<file path="config.mk">
export PLATFORM = sky130hd
export DESIGN_NAME = lbdr_param
export DESIGN_NICKNAME = d
export VERILOG_FILES = /design/src/rtl/lbdr_pkg.sv /design/src/rtl/lbdr_route_logic.sv /design/src/rtl/lbdr_param.sv
export SDC_FILE = /design/constraint.sdc
export NUM_CORES = 1
export LEC_CHECK = 0
export ABC_AREA = 1
export ABC_CLOCK_PERIOD_IN_PS = 4800
export CAP_MARGIN = 20
export CORE_MARGIN = 2
export CORE_UTILIZATION = 35
export DETAILED_ROUTE_END_ITERATION = 7
export GPL_TIMING_DRIVEN = 0
export MAX_ROUTING_LAYER = met4
export PLACE_DENSITY_LB_ADDON = 0.05
export SLEW_MARGIN = 20
export SYNTH_ARGS = -nofsm -noshare
export SYNTH_HDL_FRONTEND = slang
export SYNTH_SLANG_ARGS = --single-unit
</file>
<file path="constraint.sdc">
create_clock -name clk -period 4.8 [get_ports clk]
set_input_delay 0.72 -clock clk [delete_from_list [all_inputs] [get_ports clk]]
set_output_delay 0.72 -clock clk [all_outputs]
set_load 0.005 [all_outputs]
</file>
<file path="src/rtl/lbdr_pkg.sv">
// Shared flit encodings, FSM states and port/deroute indices for the LBDR routing unit.
package lbdr_pkg;

    localparam logic [2:0] FlitHeader = 3'b001;
    localparam logic [2:0] FlitBody   = 3'b010;
    localparam logic [2:0] FlitTail   = 3'b100;

    typedef enum logic [1:0] {StIdle, StRouted, StForward} state_e;

    // Port indices match the bit order of the Cx configuration word.
    localparam int unsigned PortN    = 0;
    localparam int unsigned PortE    = 1;
    localparam int unsigned PortW    = 2;
    localparam int unsigned PortS    = 3;
    localparam int unsigned PortL    = 4;
    localparam int unsigned NumPorts = 5;

    localparam logic [1:0] DrN = 2'b00;
    localparam logic [1:0] DrE = 2'b01;
    localparam logic [1:0] DrW = 2'b10;
    localparam logic [1:0] DrS = 2'b11;

endpackage

</file>
<file path="src/rtl/lbdr_route_logic.sv">
// Combinational LBDR comparators, minimal port equations and optional deroute
// (deroute built only when LBDR_DEROUTE_EN is defined).
module lbdr_route_logic
    import lbdr_pkg::*;
#(
    parameter int unsigned X_W = 2,
    parameter int unsigned Y_W = 2
) (
    input  logic [X_W+Y_W-1:0]  cur_addr_i,
    input  logic [X_W+Y_W-1:0]  dst_addr_i,
    input  logic [7:0]          rxy_i,
    input  logic [3:0]          cx_i,
`ifdef LBDR_DEROUTE_EN
    input  logic [7:0]          dr_i,
`endif
    output logic [NumPorts-1:0] route_o
);

    logic [X_W-1:0] x_cur, x_dst;
    logic [Y_W-1:0] y_cur, y_dst;
    logic n1, e1, w1, s1;
    logic rsw, rse, rws, rwn, res, ren, rnw, rne;
    logic [NumPorts-1:0] min_route;

    assign x_cur = cur_addr_i[X_W-1:0];
    assign y_cur = cur_addr_i[X_W+:Y_W];
    assign x_dst = dst_addr_i[X_W-1:0];
    assign y_dst = dst_addr_i[X_W+:Y_W];

    assign n1 = y_dst < y_cur;
    assign s1 = y_cur < y_dst;
    assign e1 = x_cur < x_dst;
    assign w1 = x_dst < x_cur;

    assign {rsw, rse, rws, rwn, res, ren, rnw, rne} = rxy_i;

    always_comb begin
        min_route        = '0;
        min_route[PortN] = ((n1 & ~e1 & ~w1) | (n1 & e1 & rne) | (n1 & w1 & rnw)) & cx_i[PortN];
        min_route[PortE] = ((e1 & ~n1 & ~s1) | (e1 & n1 & ren) | (e1 & s1 & res)) & cx_i[PortE];
        min_route[PortW] = ((w1 & ~n1 & ~s1) | (w1 & n1 & rwn) | (w1 & s1 & rws)) & cx_i[PortW];
        min_route[PortS] = ((s1 & ~e1 & ~w1) | (s1 & e1 & rse) | (s1 & w1 & rsw)) & cx_i[PortS];
        min_route[PortL] = ~n1 & ~e1 & ~w1 & ~s1;
    end

`ifdef LBDR_DEROUTE_EN
    logic [3:0] dir;
    logic [1:0] dr_code;
    logic [3:0] dr_vec;

    assign dir = {s1, w1, e1, n1};

    // Deroute only for a pure single-direction destination whose minimal port is cut.
    always_comb begin
        case (dir)
            4'b0001: dr_code = dr_i[1:0];
            4'b0010: dr_code = dr_i[3:2];
            4'b0100: dr_code = dr_i[5:4];
            4'b1000: dr_code = dr_i[7:6];
            default: dr_code = DrN;
        endcase
        dr_vec = '0;
        if (min_route == '0 && $onehot(dir)) begin
            unique case (dr_code)
                DrN: dr_vec[PortN] = cx_i[PortN];
                DrE: dr_vec[PortE] = cx_i[PortE];
                DrW: dr_vec[PortW] = cx_i[PortW];
                DrS: dr_vec[PortS] = cx_i[PortS];
            endcase
        end
        route_o = min_route | {1'b0, dr_vec};
    end
`else
    assign route_o = min_route;
`endif

endmodule

</file>
<file path="src/rtl/lbdr_param.sv">
// Packet-aware LBDR routing unit: routes a HEADER once and holds the port until TAIL accept.
// Optional deroute stage enabled by defining LBDR_DEROUTE_EN.
module lbdr_param
    import lbdr_pkg::*;
#(
    parameter int unsigned X_W = 2,
    parameter int unsigned Y_W = 2
) (
    input  logic               clk,
    input  logic               rst,
    input  logic               flit_valid,
    input  logic               flit_accept,
    input  logic [2:0]         flit_id,
    input  logic [X_W+Y_W-1:0] dst_addr,
    input  logic [7:0]         Rxy_rst,
    input  logic [3:0]         Cx_rst,
    input  logic [7:0]         dr_rst,
    input  logic [X_W+Y_W-1:0] cur_addr_rst,
    output logic               Nport,
    output logic               Eport,
    output logic               Wport,
    output logic               Sport,
    output logic               Lport,
    output logic               route_valid,
    output logic               route_err
);

    state_e                state_q, state_d;
    logic [NumPorts-1:0]   route_q, route_d;
    logic                  valid_q, valid_d;
    logic                  err_q, err_d;
    logic [7:0]            rxy_q;
    logic [3:0]            cx_q;
    logic [X_W+Y_W-1:0]    cur_q;
    logic [NumPorts-1:0]   new_route;
    logic                  is_hdr, is_body_tail;

`ifdef LBDR_DEROUTE_EN
    logic [7:0] dr_q;

    always_ff @(posedge clk) begin
        if (rst) dr_q <= dr_rst;
    end
`else
    logic unused_dr;
    assign unused_dr = ^dr_rst;
`endif

    // Configuration is only ever loaded while reset is held.
    always_ff @(posedge clk) begin
        if (rst) begin
            rxy_q <= Rxy_rst;
            cx_q  <= Cx_rst;
            cur_q <= cur_addr_rst;
        end
    end

    lbdr_route_logic #(
        .X_W (X_W),
        .Y_W (Y_W)
    ) u_route_logic (
        .cur_addr_i (cur_q),
        .dst_addr_i (dst_addr),
        .rxy_i      (rxy_q),
        .cx_i       (cx_q),
`ifdef LBDR_DEROUTE_EN
        .dr_i       (dr_q),
`endif
        .route_o    (new_route)
    );

    assign is_hdr       = flit_id == FlitHeader;
    assign is_body_tail = (flit_id == FlitBody) || (flit_id == FlitTail);

    always_comb begin
        state_d = state_q;
        route_d = route_q;
        valid_d = valid_q;
        err_d   = 1'b0;
        if (flit_valid) begin
            unique case (state_q)
                StIdle: begin
                    if (is_hdr) begin
                        if (|new_route) begin
                            route_d = new_route;
                            valid_d = 1'b1;
                            state_d = flit_accept ? StForward : StRouted;
                        end else begin
                            err_d = 1'b1;
                        end
                    end else if (is_body_tail) begin
                        err_d = 1'b1;
                    end
                end
                StRouted: begin
                    if (is_hdr && flit_accept) begin
                        state_d = StForward;
                    end else if (is_body_tail) begin
                        err_d = 1'b1;
                    end
                end
                StForward: begin
                    if (flit_accept && flit_id == FlitTail) begin
                        route_d = '0;
                        valid_d = 1'b0;
                        state_d = StIdle;
                    end else if (is_hdr) begin
                        err_d = 1'b1;
                    end
                end
                default: state_d = StIdle;
            endcase
        end
    end

    always_ff @(posedge clk) begin
        if (rst) begin
            state_q <= StIdle;
            route_q <= '0;
            valid_q <= 1'b0;
            err_q   <= 1'b0;
        end else begin
            state_q <= state_d;
            route_q <= route_d;
            valid_q <= valid_d;
            err_q   <= err_d;
        end
    end

    assign Nport       = route_q[PortN];
    assign Eport       = route_q[PortE];
    assign Wport       = route_q[PortW];
    assign Sport       = route_q[PortS];
    assign Lport       = route_q[PortL];
    assign route_valid = valid_q;
    assign route_err   = err_q;

endmodule

</file>
==> results of run 1 <==
sequential cells by signal (all words and copies together), names as in the netlist:
register,count
route_valid,1
route_q,5
rxy_q,8
route_err,1
state_q,2
cx_q,4
cur_q,4
worst max path at each step:
stage                       to  slack, ns  cells past startpoint
CTS                 route_q[1]       2.42                     14
finish              route_q[1]       2.42                     14
floorplan           route_q[0]       2.74                     12
global route        route_q[0]       2.25                     14
detailed placement  route_q[1]       2.14                     14
global placement    route_q[1]       2.15                     14
layout by cell type, fill, tap and decap left out, types with 3 or more instances in the layout:
| master | Yosys | routed |
|---|---|---|
| nor2_1 | 14 | 14 |
| inv_1 | 20 | 20 |
| dfxtp_1 | 9 | 9 |
| a21oi_1 | 11 | 11 |
| edfxtp_1 | 16 | 16 |
| clkdlybuf4s50_1 | 0 | 33 |
| nand3_2 | 3 | 3 |
| nand2_2 | 12 | 12 |
| nand4_1 | 7 | 7 |
| ha_1 | 4 | 4 |
| nand3_1 | 3 | 3 |
| clkbuf_8 | 0 | 3 |
| nand2_1 | 16 | 16 |
| nand2_4 | 3 | 3 |
| inv_2 | 3 | 3 |
critical path, delay by kind of cell:
family | cells | cell delay (ns)
adders and majority gates | 1 | 0.33
AOI/OAI and AO/OA | 2 | 0.23
and+or+nand+nor | 7 | 0.70
buffers and inverters | 4 | 0.60
power groups by stage:
stage	sequential [mW]	combinational (mW)	clock, mW
CTS	0.248	0.111	0.130
detailed placement	0.253	0.111	0
global route	0.249	0.123	0.144
global placement	0.253	0.109	0
finish	0.248	0.110	0.122
floorplan	0.252	0.0714	0
logic make-up (layout without fill, tap and decap cells):
kind of cell	count (synthesis)	in the layout	synth area share
fa+ha+maj	4	4	0.0380
compound gates	17	17	0.0817
simple gates	68	68	0.311
flops	25	25	0.501
buf+inv	24	61	0.0684
per-stage QoR:
stage | power [mW] | util | std cells | instance area, um^2
floorplan | 0.323 | - | 138 | 1320
global placement | 0.362 | 0.470 | 219 | 1710
detailed placement | 0.364 | 0.470 | 219 | 1710
CTS | 0.489 | 0.482 | 223 | 1750
global route | 0.516 | 0.482 | 223 | 1750
finish | 0.480 | 0.482 | 223 | 1750
metal layers:
metal / vias up / GRT usage / wire length (um)
li1: 530 / - / -
met1: 449 / 0.157 / 1010
met3: 2 / 0.0257 / 92
met5: - / - / 0
met4: 0 / 0.0313 / 19
met2: 20 / 0.230 / 1250
cell type report:
| cell class | instances | share of cell area |
|---|---|---|
| Sequential cell | 25 | 0.377 |
| Multi-Input combinational cell | 89 | 0.323 |
| Timing Repair Buffer | 33 | 0.188 |
| Inverter | 23 | 0.0493 |
| Tap cell | 48 | 0.0343 |
| Clock buffer | 4 | 0.0257 |
| Buffer | 1 | 0.00214 |
==> flow_summary_export.csv, run 1 <==
group,metric,value,unit
worst_setup_path,reg2reg_to,"route_q[1]",
worst_hold_path,hold_end,"route_q[4]",
synthesis,synth_top_area_share,0.365,
synthesis,synthTopCellsByArea,"edfxtp_1 36%, dfxtp_1 14%, inv_1 5.7%",
clock_tree,cts_hold_buffers,0,
timing,finalMaxSlewViolations,0,
synthesis,ys_seq_elements,25,
timing,finalCritPeriodShare,0.496,
routing,dr.pass1.iters,4,
layout,regArea,661,um^2
place,place.gp.congestion,0.800,
worst_setup_path,start_kind,"input pin",
power,p_clk_frac,0.255,
worst_setup_path,crit_start,"dst_addr[3]",
power,seqPwrFrac,0.517,
run,drv_cap,0,
clock_tree,clkSinkCount,25,
worst_setup_path,crit_top_cell,"nand2_1",
power,power-per-cell-area,274,mW/mm^2
worst_setup_path,r2r_slack,3.00,ns
synthesis,synth_nets,177,
timing,hold_slack,0.470,ns
clock_tree,cts_tree,"done",
global_route,track_usage,0.132,
routing,vias,1001,
power,p_int,0.350,mW
global_route,grt_overflow,0,
global_route,grt_max_degree,18,
layout,diodes,0,
routing,routed_wl,2370,um
status,status,"finished, final reports clean",
power,peakVddDrop,0.000151,V
global_route,grt_pass1_vias,1035,
worst_setup_path,max_stage_delay,0.45,ns
layout,drive_gt1_frac,0.183,
floorplan,rows,22,
worst_setup_path,reg2reg_from,"cur_q[3]",
synthesis,avgSynthCellArea,9.55,um^2
worst_hold_path,hold_class,"reg2reg",
worst_setup_path,cp_cell_sequence,"clkdlybuf4s50_1 -> inv_1 -> ha_1 -> nand2_2 -> inv_1 -> o21ai_1 -> nand2_1 -> nand2_1 -> nand2_1 -> inv_2 -> nand3_4 -> nand3_4 -> nand2_2 -> a21oi_1",
synthesis,syn_inst,138,
routing,remaining_drc_errors,0,
routing,drt_iter0_markers,90,
routing,avgRoutedWirePerCell,10.6,um
power,p_leak,0.709,nW
synthesis,synth.cell_area,0.00132,mm^2
timing,hold_viol,0,
timing,worstMarginPinSlew,0.745,ns
routing,vias_per_cell,4.49,
worst_setup_path,crit_type,"in2reg",
worst_setup_path,slowest_stage,"clkdlybuf4s50_1",
worst_setup_path,cp.required,4.99,ns
synthesis,postSynth.asyncResetShare,0,
synthesis,synth_area_leader_cell,"edfxtp_1",
synthesis,synth_ff_type,"edfxtp_1",
worst_hold_path,min_from,"route_q[4]",
floorplan,io_pins,42,
worst_hold_path,hold_depth,2,
synthesis,synth.top_cells.by_count,"20 x inv_1, 16 x edfxtp_1, 16 x nand2_1, 14 x nor2_1, 12 x nand2_2",
timing,max_freq,420,MHz
timing,setup_slack,2.42,ns
worst_setup_path,reg2reg_depth,12,
global_route,grt_pass1_wl,4260,um
clock_tree,worstSkewPairLatency,0.26,ns
synthesis,synth.most_common_cell,"inv_1",
floorplan,die_y,65.4,um
routing,ant_nets,0,
place,dp_hpwl,1890,um
synthesis,synth_edf_count,16,
clock_tree,postCtsSetupBuffers,0,
timing,setup_viol,0,
clock_tree,clockBufferDepth,2,
synthesis,yosys_warnings,0,
floorplan,die_width,65.4,um
clock_tree,cts_made_buffers,3,
timing,setup-tns-final,0,ns
worst_setup_path,end_kind,"flip-flop",
layout,nFillCells,376,
timing,skew,0.00405,ns
power,switching_share,0.270,
clock_tree,htree_levels,1,
clock_tree,cts_root_buf,"clkbuf_8",
floorplan,coreArea,0.00363,mm^2
floorplan,start_util,0.363,
synthesis,ys_seq_area_frac,0.501,
timing,max-slew-margin-rel,0.502,
worst_setup_path,path_max_fanout,10,
floorplan,dieArea,0.00427,mm^2
layout,multi_input_area,567,um^2
layout,area_growth,33.0,%
place,portBuffers,33,
layout,finalNetCount,215,
synthesis,ys_types,25,
power,p_sw,0.129,mW
power,combPwrFrac,0.228,
clock_tree,cts_resized,0,
worst_setup_path,arrival,2.58,ns
timing,period_needed,2.38,ns
global_route,antenna_found_initial,0,
clock_tree,cts.reportedPaths.clkPinSlew,0.08,ns
place,dp_worst_setup_slack,2.14,ns
timing,rsz0062_at_grt,"false",
Power figures use the tool's default switching activity.
==> inputs of run 2 (changes only) <==
Settings changed: ABC_CLOCK_PERIOD_IN_PS 4800 to 2300.
Clock period 4.8 ns to 2.3 ns, I/O delays scaled along.
==> results of run 2 <==
Same layout as run 1 (identical final DEF). Status: finished, final reports clean.
Among the figures that moved: setup slack after placement 2.14 ns -> 0.0182 ns; setup slack after layout 2.42 ns -> 0.292 ns; register-to-register setup slack 3.00 ns -> 0.50 ns; total power 0.480 mW -> 1.00 mW; worst IR drop on VDD 0.000151 V -> 0.000315 V
==> inputs of run 3 (changes only) <==
Settings changed: CAP_MARGIN 20 to unset, CORE_ASPECT_RATIO set to 1.25, CTS_BUF_LIST set to sky130_fd_sc_hd__clkbuf_4 sky130_fd_sc_hd__clkbuf_8.
==> flow_summary_export.csv, run 3 (synthesized netlist as in run 1, its figures left out) <==
group,metric,value,unit
worst_setup_path,slowest_stage,"clkdlybuf4s50_1",
floorplan,die_y,72.6,um
layout,reg.largest.list,"rxy_q x8, route_q x5",
worst_setup_path,reg2reg_from,"cur_q[3]",
timing,rsz0062_at_grt,"false",
layout,diodes,0,
timing,setup-tns-final,0,ns
worst_setup_path,crit_top_cell,"nand2_1",
worst_setup_path,reg2reg_depth,12,
timing,skew,0.00200,ns
floorplan,coreArea,0.00354,mm^2
timing,max-slew-margin-rel,0.518,
layout,finalNetCount,215,
worst_setup_path,reg2reg_to,"route_q[0]",
routing,avgRoutedWirePerCell,11.2,um
clock_tree,clkSinkCount,25,
timing,period_needed,1.99,ns
floorplan,io_pins,42,
layout,nFillCells,354,
worst_setup_path,critical_path_buf_inv_count,4,
worst_setup_path,cp-endpoint,"route_q[0]",
routing,vias_per_cell,4.79,
worst_setup_path,cp_cell_sequence,"clkdlybuf4s50_1 -> inv_1 -> ha_1 -> nand2_2 -> inv_1 -> o21ai_1 -> nand2_1 -> nand2_1 -> nand2_1 -> inv_2 -> nand3_4 -> nand3_4 -> nand2_2 -> a21oi_1",
clock_tree,clockBufferDepth,2,
worst_setup_path,r2r_slack,0.49,ns
status,violations,"DRC",
floorplan,start_util,0.372,
worst_hold_path,min_from,"route_q[4]",
worst_setup_path,start_kind,"input pin",
timing,finalCritPeriodShare,0.866,
layout,largest_reg_flops,8,
place,placedInstanceArea,0.00170,mm^2
power,power-per-cell-area,588,mW/mm^2
global_route,grt_pass1_wl,4000,um
routing,vias,1024,
routing,drt_iter0_markers,58,
worst_setup_path,crit_type,"in2reg",
clock_tree,htree_levels,1,
clock_tree,postCtsSetupBuffers,0,
routing,wl_met1,986,um
routing,dr_wl_met3,119,um
floorplan,rows,24,
global_route,grt_pass1_vias,969,
clock_tree,cts.reportedPaths.clkPinSlew,0.09,ns
run,drv_cap,0,
clock_tree,cts_made_buffers,3,
routing,remaining_drc_errors,2,
worst_setup_path,cp.depth,14,
layout,post_layout_nonfiller_instances,214,
status,status,"complete, but fails checks",
clock_tree,worstSkewPairLatency,0.27,ns
place,dp_worst_setup_slack,0.0187,ns
clock_tree,cts_tree,"done",
place,dp_cells,210,
place,place.gp.congestion,0.825,
timing,finalMaxSlewViolations,0,
global_route,track_usage,0.127,
timing,setup_slack,0.307,ns
power,p_leak,0.713,nW
worst_setup_path,end_kind,"flip-flop",
worst_setup_path,path_delay_family,"simple AND/OR/NAND/NOR gates",
clock_tree,cts_root_buf,"clkbuf_8",
power,peakVddDrop,0.000305,V
layout,regMostFlops,"rxy_q",
worst_setup_path,crit_start,"dst_addr[3]",
worst_setup_path,cp.required,2.51,ns
layout,most-common-layout-cells,"33 x clkdlybuf4s50_1, 20 x inv_1, 16 x nand2_1, 16 x edfxtp_1, 14 x nor2_1",
global_route,antenna_found_initial,0,
place,dp_hpwl,1890,um
global_route,grt_overflow,0,
timing,worstMarginPinSlew,0.720,ns
worst_setup_path,path_max_fanout,10,
place,portBuffers,33,
timing,hold_slack,0.472,ns
routing,dr.pass1.iters,6,
timing,hold_viol,0,
clock_tree,cts_hold_buffers,0,
worst_setup_path,max_stage_delay,0.45,ns
layout,area_growth,32.5,%
routing,highest_layer,"met4",
timing,max_freq,502,MHz
clock_tree,cts_resized,0,
layout,mostFrequentLayoutCell,"clkdlybuf4s50_1",
routing,ant_nets,0,
power,p_total,1.03,mW
routing,routed_wl,2410,um
routing,wl_met2,1260,um
floorplan,dieArea,0.00427,mm^2
global_route,grt_max_degree,18,
layout,final_core_util,0.493,
layout,drive_gt1_frac,0.189,
floorplan,die_width,58.9,um
layout,postLayoutCellArea,0.00175,mm^2
worst_setup_path,arrival,2.20,ns
timing,setup_viol,0,
worst_hold_path,hold_class,"reg2reg",
run 3: cell counts in the layout (fill, tap and decap cells not counted):
No cell type changed its count.
run 3: how the worst min path moves through the flow:
stage / endpoint / cells after the start
global route: route_q[1] / 2
detailed placement: route_q[2] / 2
floorplan: cur_q[0] / 0
CTS: route_q[2] / 2
global placement: route_q[1] / 2
finish: route_q[4] / 2
run 3: worst reg2reg max path, delay by kind of cell (launching register included):
kind	cells	cell delay, ns
simple gates	7	0.72
buf+inv	2	0.11
fa+ha+maj	1	0.33
compound gates	2	0.22
flops	1	0.38
run 3: area by class of cell:
type / instances / area [um^2] / area share
Buffer: 1 / 3.75 / 0.00215
Clock buffer: 4 / 48.8 / 0.0280
Inverter: 23 / 86.3 / 0.0495
Multi-Input combinational cell: 89 / 567 / 0.325
Sequential cell: 25 / 661 / 0.378
Tap cell: 39 / 48.8 / 0.0280
Timing Repair Buffer: 33 / 330 / 0.189
run 3: power by group:
group / leakage, nW / switching (mW) / total (mW) / internal, mW
combinational: 0.457 / 0.127 / 0.228 / 0.101
clock: 0.0262 / 0.145 / 0.281 / 0.136
sequential: 0.229 / 0.0105 / 0.517 / 0.507
total: 0.713 / 0.283 / 1.03 / 0.743
run 3: routing by layer:
layer / global-route usage / vias to the layer above
met4: 0.0505 / 0
li1: - / 531
met2: 0.220 / 24
met5: - / -
met1: 0.136 / 465
met3: 0.0319 / 4
